File: config.mk
export PLATFORM = sky130hd
export DESIGN_NAME = uart_rx_bit_sampler
export DESIGN_NICKNAME = d
export VERILOG_FILES = /design/src/rtl/uart_rx_bit_sampler.sv
export SDC_FILE = /design/constraint.sdc
export NUM_CORES = 1
export LEC_CHECK = 0
export ABC_AREA = 1
export BUFFER_PORTS_ARGS = -buffer_cell sky130_fd_sc_hd__buf_2
export CORE_ASPECT_RATIO = 1.25
export CORE_MARGIN = 3
export CORE_UTILIZATION = 35
export DETAILED_ROUTE_END_ITERATION = 8
export HOLD_SLACK_MARGIN = 0.12
export MAX_ROUTING_LAYER = met4
export PLACE_DENSITY = 0.52
export REMOVE_ABC_BUFFERS = 1
export SYNTH_ARGS = -nofsm -noshare
export SYNTH_HDL_FRONTEND = slang
export SYNTH_SLANG_ARGS = --single-unit
File: constraint.sdc
create_clock -name clk -period 2.11 [get_ports clk]
set_clock_uncertainty 0.15 [all_clocks]
set_input_delay 0.422 -clock clk [delete_from_list [all_inputs] [get_ports clk]]
set_output_delay 0.422 -clock clk [all_outputs]
set_load 0.01 [all_outputs]
File: src/rtl/uart_rx_bit_sampler.sv
// UART RX oversampling front end: line synchronizer, edge/bit counters,
// mid-bit single or three-sample majority sampling and frame-end pulse.
module uart_rx_bit_sampler #(
    parameter int PRESCALE_W = 6
) (
    input  logic                  clk,
    input  logic                  rst_n,
    input  logic                  RX_IN,
    input  logic [PRESCALE_W-1:0] Prescale,
    input  logic                  SAMPLE_MODE,
    input  logic                  PAR_EN,
    input  logic                  enable,
    output logic [3:0]            BIT_COUNT,
    output logic [PRESCALE_W-1:0] EDGE_COUNT,
    output logic                  sampled_bit,
    output logic                  sample_one_bit,
    output logic                  sample_three_bit,
    output logic                  frame_done
);

    logic [1:0]            r_sync;
    logic [PRESCALE_W-1:0] r_prescale;
    logic                  r_mode;
    logic                  r_par;
    logic [PRESCALE_W-1:0] r_edge;
    logic [3:0]            r_bit;
    logic                  r_sbit;
    logic                  r_one;
    logic                  r_three;
    logic                  r_done;
    logic                  r_v0;
    logic                  r_v1;

    logic                  w_rx_s;
    logic [PRESCALE_W-1:0] w_p_even;
    logic [PRESCALE_W-1:0] w_p;
    logic [PRESCALE_W-1:0] w_mid;
    logic [PRESCALE_W-1:0] w_last_edge;
    logic [3:0]            w_last_bit;
    logic                  w_maj;

    assign w_rx_s      = r_sync[1];
    // Odd ratios round down to even; anything under 8 runs as 8.
    assign w_p_even    = {r_prescale[PRESCALE_W-1:1], 1'b0};
    assign w_p         = (w_p_even < PRESCALE_W'(8)) ? PRESCALE_W'(8) : w_p_even;
    assign w_mid       = w_p >> 1;
    assign w_last_edge = w_p - PRESCALE_W'(1);
    assign w_last_bit  = r_par ? 4'd10 : 4'd9;
    assign w_maj       = (r_v0 & r_v1) | (r_v0 & w_rx_s) | (r_v1 & w_rx_s);

    always_ff @(posedge clk or negedge rst_n) begin
        if (!rst_n) begin
            r_sync     <= 2'b11;
            r_prescale <= PRESCALE_W'(8);
            r_mode     <= 1'b0;
            r_par      <= 1'b0;
            r_edge     <= '0;
            r_bit      <= '0;
            r_sbit     <= 1'b0;
            r_one      <= 1'b0;
            r_three    <= 1'b0;
            r_done     <= 1'b0;
            r_v0       <= 1'b0;
            r_v1       <= 1'b0;
        end else begin
            r_sync  <= {r_sync[0], RX_IN};
            r_one   <= 1'b0;
            r_three <= 1'b0;
            r_done  <= 1'b0;
            if (!enable) begin
                // Config only tracks the inputs between frames.
                r_prescale <= Prescale;
                r_mode     <= SAMPLE_MODE;
                r_par      <= PAR_EN;
                r_edge     <= '0;
                r_bit      <= '0;
            end else begin
                if (r_edge == w_last_edge) begin
                    r_edge <= '0;
                    if (r_bit == w_last_bit) begin
                        r_bit  <= '0;
                        r_done <= 1'b1;
                    end else begin
                        r_bit <= r_bit + 4'd1;
                    end
                end else begin
                    r_edge <= r_edge + PRESCALE_W'(1);
                end

                if (!r_mode) begin
                    if (r_edge == w_mid) begin
                        r_sbit <= w_rx_s;
                        r_one  <= 1'b1;
                    end
                end else begin
                    if (r_edge == w_mid - PRESCALE_W'(1)) r_v0 <= w_rx_s;
                    if (r_edge == w_mid) r_v1 <= w_rx_s;
                    if (r_edge == w_mid + PRESCALE_W'(1)) begin
                        r_sbit  <= w_maj;
                        r_three <= 1'b1;
                    end
                end
            end
        end
    end

    assign BIT_COUNT        = r_bit;
    assign EDGE_COUNT       = r_edge;
    assign sampled_bit      = r_sbit;
    assign sample_one_bit   = r_one;
    assign sample_three_bit = r_three;
    assign frame_done       = r_done;

endmodule

==> impl_metrics.env, run 1 <==
export IMPL_status="finished clean"
export IMPL_area_growth_synth_to_final_pct=23.3
export IMPL_fp_dieH_um=81.5
export IMPL_fmax_mhz=503
export IMPL_cts_root_buf="clkbuf_8"
export IMPL_cts_max_level=1
export IMPL_internal_power_w=0.000812
export IMPL_place_ws_ns=0.0551
export IMPL_setup_viol=0
export IMPL_clock_latency_ns=0.27
export IMPL_grt_usage_pct=15.8
export IMPL_p_sw_w=0.000413
export IMPL_cp_common_cell="nand2_4"
export IMPL_cts_tree="yes"
export IMPL_relSlewSlack_pct=61.9
export IMPL_synth_area_per_cell_um2=7.05
export IMPL_clk_path_buf_depth=2
export IMPL_crit_arrival_ns=2.05
export IMPL_grt_pass1_vias=1463
export IMPL_worstHoldPathType="primary input to flip-flop"
export IMPL_hold_viol_final=0
export IMPL_placed_cells=311
export IMPL_crit_path_end_kind="flip-flop"
export IMPL_ys_types=26
export IMPL_grt_pass1_wl_um=6380
export IMPL_yosys_warnings=0
export IMPL_initial_core_util_pct=37.7
export IMPL_route_detailed_drc=0
export IMPL_drv_slew=0
export IMPL_crit_path_top_delay_cell="dfstp_2"
export IMPL_fp_row_count=26
export IMPL_final_nets=281
export IMPL_synthCells=226
export IMPL_multi_input_area_um2=878
export IMPL_drt_pass1_iter_count=4
export IMPL_setup_worst_path_start_class="flip-flop"
export IMPL_drt_initial_drc_count=54
export IMPL_critPathMaxStageDelay_ns=0.54
export IMPL_p_per_area_nw_per_um2=623
export IMPL_maxCapViolations=0
export IMPL_power_leakage_nw=1.09
export IMPL_overflow=0
export IMPL_seqCellArea_um2=629
export IMPL_path_buf_inv=1
export IMPL_io_buffers=24
export IMPL_setup_ws_ns=0.122
export IMPL_antenna_cells=0
export IMPL_clock_sinks=25
export IMPL_cts_inserted_buffers=3
export IMPL_synth_area_um2=1590
export IMPL_tns_ns=0
export IMPL_io_pins=26
export IMPL_crit_chain="inv_2 -> nand2_4 -> nand2_4 -> ha_4 -> o21ai_2 -> a21oi_2 -> nand3_1 -> nor2_2 -> nand2_4 -> nand2_8 -> nand2_2 -> nand2_1"
export IMPL_cpLargestDelayFamily="simple AND/OR/NAND/NOR gates"
export IMPL_ir_drop_v=0.000294
export IMPL_ys_seq_area_share_pct=39.5
export IMPL_cp_required_ns=2.17
export IMPL_clkPwrFrac_pct=23.6
export IMPL_instances_no_fill=320
export IMPL_core_area_um2=4230
export IMPL_vias=1477
export IMPL_worstPathMaxFanout=8
export IMPL_p_seq_share_pct=47.4
export IMPL_p_total_w=0.00122
export IMPL_antenna_found_initial=0
export IMPL_p_comb_share_pct=29.0
export IMPL_ys_seq_elements=25
export IMPL_worst_setup_path_type="flip-flop to flip-flop"
export IMPL_ant_nets=0
export IMPL_place_congestion=0.812
export IMPL_finalCritPeriodShare_pct=94.2
export IMPL_worst_pin_slew_ns=0.572
export IMPL_die_area_um2=5410
export IMPL_layout_min_cycle_time_ns=1.99
export IMPL_via_per_inst=4.62
export IMPL_p_sw_share_pct=33.7
export IMPL_dp_hpwl_um=2830
export IMPL_wl_per_cell_um=11.5
export IMPL_die_w_um=66.4
export IMPL_drt_total_wl_um=3690
export IMPL_grt_max_degree=26
export IMPL_final_util_pct=46.5
export IMPL_layout_drive_gt1_share_pct=25.8
export IMPL_fillers=431
export IMPL_clk_pin_slew_ns=0.09
-- worst reg2reg max path, cell delays in order (launching register included) --
cell     delay [ns]
dfstp_2        0.54
inv_2          0.05
nand2_4        0.09
nand2_4        0.06
ha_4           0.29
o21ai_2        0.06
a21oi_2        0.11
nand3_1        0.09
nor2_2         0.15
nand2_4        0.12
nand2_8        0.12
nand2_2        0.05
nand2_1        0.06
-- flip-flops by register name, summed over array words and instances (netlist names) --
| signal | count |
|---|---|
| r_v0 | 1 |
| r_par | 1 |
| sampled_bit | 1 |
| sample_one_bit | 1 |
| r_prescale | 5 |
| r_sync | 2 |
| frame_done | 1 |
| BIT_COUNT | 4 |
| r_v1 | 1 |
| r_mode | 1 |
| sample_three_bit | 1 |
| EDGE_COUNT | 6 |
-- cells by family (layout without fill, tap and decap cells) --
group / count (synthesis) / after routing / synth area share [%]
flops: 25 / 25 / 39.5
simple gates: 144 / 144 / 40.3
buf+inv: 33 / 71 / 9.11
fa+ha+maj: 4 / 4 / 3.14
xor+xnor: 6 / 6 / 3.30
compound gates: 14 / 14 / 4.71
-- synth_stat cells, drive strengths merged --
master	n	area (um^2)
nand2	81	339
nand3	31	160
inv	29	111
nor2	27	116
dfrtp	22	551
o21ai	7	35.0
a21oi	5	25.0
xor2	5	43.8
ha	4	50.1
nor3	4	20.0
buf	3	30.0
dfstp	3	78.8
clkbuf	1	3.75
nand4	1	6.26
o211ai	1	7.51
o21a	1	7.51
xnor2	1	8.76
-- layout by cell type (no fill, tap or decap), drive strengths merged --
cell         netlist  final
o21ai              7      7
nor3               4      4
buf                3     36
dlygate4sd3        0      2
nand3             31     31
nand4              1      1
nor2              27     27
inv               29     29
a21oi              5      5
clkinv             0      1
nand2             81     81
xnor2              1      1
clkbuf             1      3
o21a               1      1
dfrtp             22     22
ha                 4      4
o211ai             1      1
xor2               5      5
dfstp              3      3
-- power groups by stage --
stage	clock network (W)	registers [W]	logic, W
floorplan	0	0.000595	0.000198
global route	0.000322	0.000587	0.000408
CTS	0.000303	0.000578	0.000330
finish	0.000289	0.000581	0.000355
global placement	0	0.000588	0.000325
detailed placement	0	0.000587	0.000326
-- final cells by class --
type / instances / share of cell area, %
Tap cell: 56 / 3.56
Clock buffer: 3 / 2.10
Inverter: 29 / 5.67
Timing Repair Buffer: 38 / 11.7
Multi-Input combinational cell: 168 / 44.7
Sequential cell: 25 / 32.0
Clock inverter: 1 / 0.255
-- final timing paths --
kind	slack, ns	depth (start not counted)	startpoint	to
max	0.12	12	r_prescale[3]	BIT_COUNT[3]
min	0.19	3	Prescale[1]	r_prescale[1]
max reg2reg	0.12	12	r_prescale[3]	BIT_COUNT[3]
min reg2reg	0.21	0	r_sync[0]	r_sync[1]
max in group asynchronous	0.91	2	rst_n	r_prescale[4]
min in group asynchronous	0.52	2	rst_n	r_prescale[2]
-- what timing repair did --
item | in CTS | in global routing
endpoints found under the hold margin | 23 | 0
buffers inserted | 0 | 3
endpoints found under the setup margin | 0 | 11
hold buffers | 2 | 0
gates resized for setup | 0 | 13
-- metrics by stage --
step / hold slack, ns / cell area [um^2]
floorplan: -0.0236 / 1560
global placement: 0.195 / 1820
detailed placement: 0.198 / 1820
CTS: 0.184 / 1880
global route: 0.190 / 1970
finish: 0.189 / 1970
-- layer usage --
metal  GRT usage [%]  routed length [um]
met1            18.1                1690
met2            27.6                1820
met3            1.64                 109
met4            7.11                  75
met5               -                   0
Note: power is estimated with default switching activity, not from simulation.
==> run 2: changes to the inputs <==
- clock period: 2.11 -> 2.5 ns (I/O delays scaled with it)
==> impl_metrics.env, run 2 (same netlist as run 1, synthesis figures left out) <==
export IMPL_power_leakage_nw=1.02
export IMPL_clk_pin_slew_ns=0.09
export IMPL_cts_root_buf="clkbuf_8"
export IMPL_relSlewSlack_pct=61.8
export IMPL_hold_ws_ns=0.168
export IMPL_final_nets=270
export IMPL_r2r_cells=14
export IMPL_setup_worst_path_start_class="flip-flop"
export IMPL_grt_pass1_vias=1374
export IMPL_antenna_cells=0
export IMPL_tns_ns=0
export IMPL_min_to="r_sync[0]"
export IMPL_fp_dieH_um=81.5
export IMPL_status="finished clean"
export IMPL_crit_path_end_kind="flip-flop"
export IMPL_whs_path_depth=1
export IMPL_critPathMaxStageDelay_ns=0.51
export IMPL_drt_initial_drc_count=47
export IMPL_io_pins=26
export IMPL_crit_chain="nor2_4 -> nand2_4 -> nand2_1 -> ha_1 -> inv_1 -> nand2_1 -> nand2_1 -> nand2_1 -> nand3_1 -> nor2_2 -> nand2_4 -> nand2_4 -> nand2_1 -> nand2_1"
export IMPL_place_congestion=0.845
export IMPL_setup_ws_ns=0.332
export IMPL_clock_sinks=25
export IMPL_worstHoldPathType="primary input to flip-flop"
export IMPL_ant_nets=0
export IMPL_dp_hpwl_um=2800
export IMPL_cts_inserted_buffers=3
export IMPL_fmax_mhz=461
export IMPL_grt_usage_pct=16.0
export IMPL_p_per_area_nw_per_um2=547
export IMPL_cp_common_cell="nand2_1"
export IMPL_p_total_w=0.000997
export IMPL_ir_drop_v=0.000289
export IMPL_vias=1427
export IMPL_finalCritPeriodShare_pct=86.7
export IMPL_via_per_inst=4.62
export IMPL_layout_min_cycle_time_ns=2.17
export IMPL_post_cts_buffers=0
export IMPL_min_delay_start="RX_IN"
export IMPL_area_growth_synth_to_final_pct=14.4
export IMPL_setup_viol=0
export IMPL_core_area_um2=4230
export IMPL_timing_rr_start="r_prescale[5]"
export IMPL_layout_drive_gt1_share_pct=19.8
export IMPL_initial_core_util_pct=37.7
export IMPL_place_ws_ns=0.326
export IMPL_hold_viol_final=0
export IMPL_final_cell_mix="nand2_1, nand3_1, buf_2"
export IMPL_overflow=0
export IMPL_wl_per_cell_um=11.7
export IMPL_r2r_end="BIT_COUNT[0]"
export IMPL_worstPathMaxFanout=9
export IMPL_drt_total_wl_um=3620
export IMPL_clk_path_buf_depth=2
export IMPL_largest_reg_flops=6
export IMPL_worst_setup_path_type="flip-flop to flip-flop"
export IMPL_cts_max_level=1
export IMPL_fp_row_count=26
export IMPL_antenna_found_initial=0
export IMPL_grt_max_degree=26
export IMPL_clock_latency_ns=0.27
export IMPL_io_buffers=24
export IMPL_die_w_um=66.4
export IMPL_rsz0062_at_grt="no"
export IMPL_crit_arrival_ns=2.24
export IMPL_maxCapViolations=0
export IMPL_die_area_um2=5410
export IMPL_grt_pass1_wl_um=6340
export IMPL_cp_required_ns=2.57
export IMPL_drt_pass1_iter_count=4
export IMPL_layout_commonest_cell="nand2_1"
export IMPL_worst_pin_slew_ns=0.572
export IMPL_crit_path_top_delay_cell="dfrtp_1"
export IMPL_route_detailed_drc=0
export IMPL_cts_tree="yes"
export IMPL_drv_slew=0
export IMPL_r2r_slack_ns=0.33
[run 2: cell types whose count changed in the layout (fill, tap and decap cells not counted), moves of 2 or more]
cell,previous run,this run
ha_1,2,4
nand2_2,4,2
ha_4,2,0
nand2_1,72,75
buf_4,12,2
[run 2: per-stage QoR]
| stage | cell area (um^2) | utilization, % | cells |
|---|---|---|---|
| finish | 1820 | 43.1 | 309 |
| CTS | 1820 | 43.1 | 309 |
| global placement | 1770 | 41.7 | 304 |
| detailed placement | 1770 | 41.7 | 304 |
| global route | 1820 | 43.1 | 309 |
| floorplan | 1560 | - | 222 |
[run 2: worst max-delay path, delay by kind of cell (launching register included)]
family / cells / cell delay [ns]
DFF: 1 / 0.51
and+or+nand+nor: 12 / 1.13
adders and majority gates: 1 / 0.25
buffers and inverters: 1 / 0.08
[run 2: final cells by class]
cell class / instances / area (um^2)
timing repair buffer: 27 / 145
inverter: 29 / 111
multi-input combinational: 168 / 820
tap: 56 / 70.1
fill: 459 / 2400
clock buffer: 3 / 41.3
clock inverter: 1 / 7.51
sequential: 25 / 629
[run 2: what timing repair did]
action / 4_1_cts / 5_1_grt
endpoints found under the hold margin: 22 / 0
hold buffers: 1 / 0
gates resized for setup: 0 / 0
[run 2: worst max path at each step]
stage	startpoint	end	slack (ns)	depth (start not counted)
after floorplan	r_prescale[3]	BIT_COUNT[0]	0.54	12
after detailed placement	r_prescale[3]	BIT_COUNT[0]	0.33	12
after global routing	r_prescale[5]	BIT_COUNT[3]	0.11	14
final	r_prescale[5]	BIT_COUNT[0]	0.33	14
after global placement	r_prescale[5]	BIT_COUNT[1]	0.34	14
after CTS	r_prescale[3]	BIT_COUNT[0]	0.31	12
[run 2: layer usage]
layer | vias up | global-route usage [%] | routed length, um
li1 | 759 | - | -
met1 | 630 | 20.1 | 1670
met2 | 31 | 25.6 | 1700
met3 | 7 | 2.19 | 153
met4 | 0 | 7.11 | 93
met5 | - | - | 0
[run 2: report_power, final]
part / leakage [nW] / internal, W / switching (W)
logic: 0.682 / 0.0000971 / 0.000156
clock network: 0.0217 / 0.000113 / 0.000137
registers: 0.321 / 0.000447 / 0.0000467
==> run 3: changes to the inputs <==
- CORE_UTILIZATION: 35 -> 30
- GPL_ROUTABILITY_DRIVEN: default -> 0
- PLACE_DENSITY: 0.52 -> 0.46
==> impl_metrics.env, run 3 (same netlist as run 1, synthesis figures left out) <==
export IMPL_status="finished clean"
export IMPL_layout_drive_gt1_share_pct=20.4
export IMPL_overflow=0
export IMPL_crit_chain="inv_2 -> nand2_4 -> nand2_1 -> ha_1 -> o21ai_0 -> a21oi_1 -> nand3_1 -> nor2_2 -> nand2_4 -> nand2_4 -> nand2_1 -> nand2_1"
export IMPL_grt_max_degree=26
export IMPL_worstHoldPathType="primary input to flip-flop"
export IMPL_layout_commonest_cell="nand2_1"
export IMPL_drt_total_wl_um=3690
export IMPL_clock_sinks=25
export IMPL_antenna_found_initial=0
export IMPL_relSlewSlack_pct=61.6
export IMPL_setup_ws_ns=0.329
export IMPL_cp_required_ns=2.57
export IMPL_final_cell_mix="nand2_1, nand3_1, buf_2"
export IMPL_drt_initial_drc_count=37
export IMPL_final_nets=272
export IMPL_fmax_mhz=461
export IMPL_ant_nets=0
export IMPL_clock_latency_ns=0.28
export IMPL_worst_pin_slew_ns=0.576
export IMPL_tns_ns=0
export IMPL_ctsHoldBuffers=1
export IMPL_cts_inserted_buffers=3
export IMPL_whs_path_depth=1
export IMPL_vias=1428
export IMPL_crit_arrival_ns=2.24
export IMPL_crit_path_top_delay_cell="dfstp_2"
export IMPL_cts_max_level=1
export IMPL_fp_dieH_um=87.5
export IMPL_grt_usage_pct=13.2
export IMPL_p_total_w=0.00100
export IMPL_place_ws_ns=0.331
export IMPL_largest_reg_flops=6
export IMPL_worstPathMaxFanout=8
export IMPL_finalCritPeriodShare_pct=86.9
export IMPL_die_area_um2=6230
export IMPL_dp_hpwl_um=2910
export IMPL_crit_path_end_kind="flip-flop"
export IMPL_die_w_um=71.2
export IMPL_cts_repair_resized=0
export IMPL_worst_setup_path_type="flip-flop to flip-flop"
export IMPL_post_cts_buffers=0
export IMPL_rsz0062_at_grt="no"
export IMPL_route_detailed_drc=0
export IMPL_fp_row_count=29
export IMPL_layout_min_cycle_time_ns=2.17
export IMPL_drv_slew=0
export IMPL_ir_drop_v=0.000234
export IMPL_setup_worst_path_start_class="flip-flop"
export IMPL_via_per_inst=4.50
export IMPL_power_leakage_nw=1.03
export IMPL_hold_viol_final=0
export IMPL_wl_per_cell_um=11.6
export IMPL_initial_core_util_pct=31.2
export IMPL_grt_pass1_vias=1359
export IMPL_clk_pin_slew_ns=0.10
export IMPL_critPathMaxStageDelay_ns=0.59
export IMPL_area_growth_synth_to_final_pct=15.9
export IMPL_setup_viol=0
export IMPL_cts_tree="yes"
export IMPL_drt_pass1_iter_count=4
export IMPL_antenna_cells=0
export IMPL_io_pins=26
export IMPL_clk_path_buf_depth=2
export IMPL_grt_pass1_wl_um=6300
export IMPL_r2r_cells=12
export IMPL_io_buffers=24
export IMPL_maxCapViolations=0
export IMPL_core_area_um2=5120
export IMPL_p_per_area_nw_per_um2=543
export IMPL_cts_root_buf="clkbuf_8"
==> run 3: report_power, final <==
part	leakage (nW)	internal, W	switching, W
combinational	0.692	0.000100	0.000161
sequential	0.321	0.000447	0.0000418
clock	0.0217	0.000113	0.000139
total	1.03	0.000660	0.000342
==> run 3: worst paths after layout <==
| path | from | end | slack [ns] |
|---|---|---|---|
| max | r_prescale[3] | BIT_COUNT[3] | 0.33 |
| min | RX_IN | r_sync[0] | 0.16 |
| max reg2reg | r_prescale[3] | BIT_COUNT[3] | 0.33 |
| min reg2reg | r_sync[0] | r_sync[1] | 0.21 |
| max in group asynchronous | rst_n | r_prescale[3] | 1.21 |
| min in group asynchronous | rst_n | sample_one_bit | 0.59 |
==> run 3: worst max-delay path, delay by kind of cell, from the launching register on <==
kind / cells / cell delay [ns]
AOI/OAI and AO/OA: 2 / 0.21
adders and majority gates: 1 / 0.34
buffers and inverters: 1 / 0.09
DFF: 1 / 0.59
and+or+nand+nor: 8 / 0.75
==> run 3: layout make-up <==
type | count | area [um^2]
Timing Repair Buffer | 29 | 160
Multi-Input combinational cell | 168 | 820
Clock inverter | 1 | 7.51
Clock buffer | 3 | 41.3
Tap cell | 62 | 77.6
Fill cell | 565 | 3270
Inverter | 29 | 111
Sequential cell | 25 | 629
==> run 3: stage by stage <==
step / std cells / hold WS, ns / instance area [um^2] / util, %
6_report: 317 / 0.163 / 1850 / 36.1
3_5_place_dp: 312 / 0.198 / 1790 / 34.9
5_1_grt: 317 / 0.142 / 1850 / 36.1
3_3_place_gp: 312 / 0.195 / 1790 / 34.9
2_1_floorplan: 222 / 0.0544 / 1560 / -
4_1_cts: 317 / 0.153 / 1850 / 36.1
==> run 3: layer usage <==
metal  vias up  part of all wire, %  track usage (%)
met5         -                    0                -
met1       634                   46             16.3
li1        764                    -                -
met2        24                   50             21.7
met4         0                  1.7             4.27
met3         6                  2.6             2.19
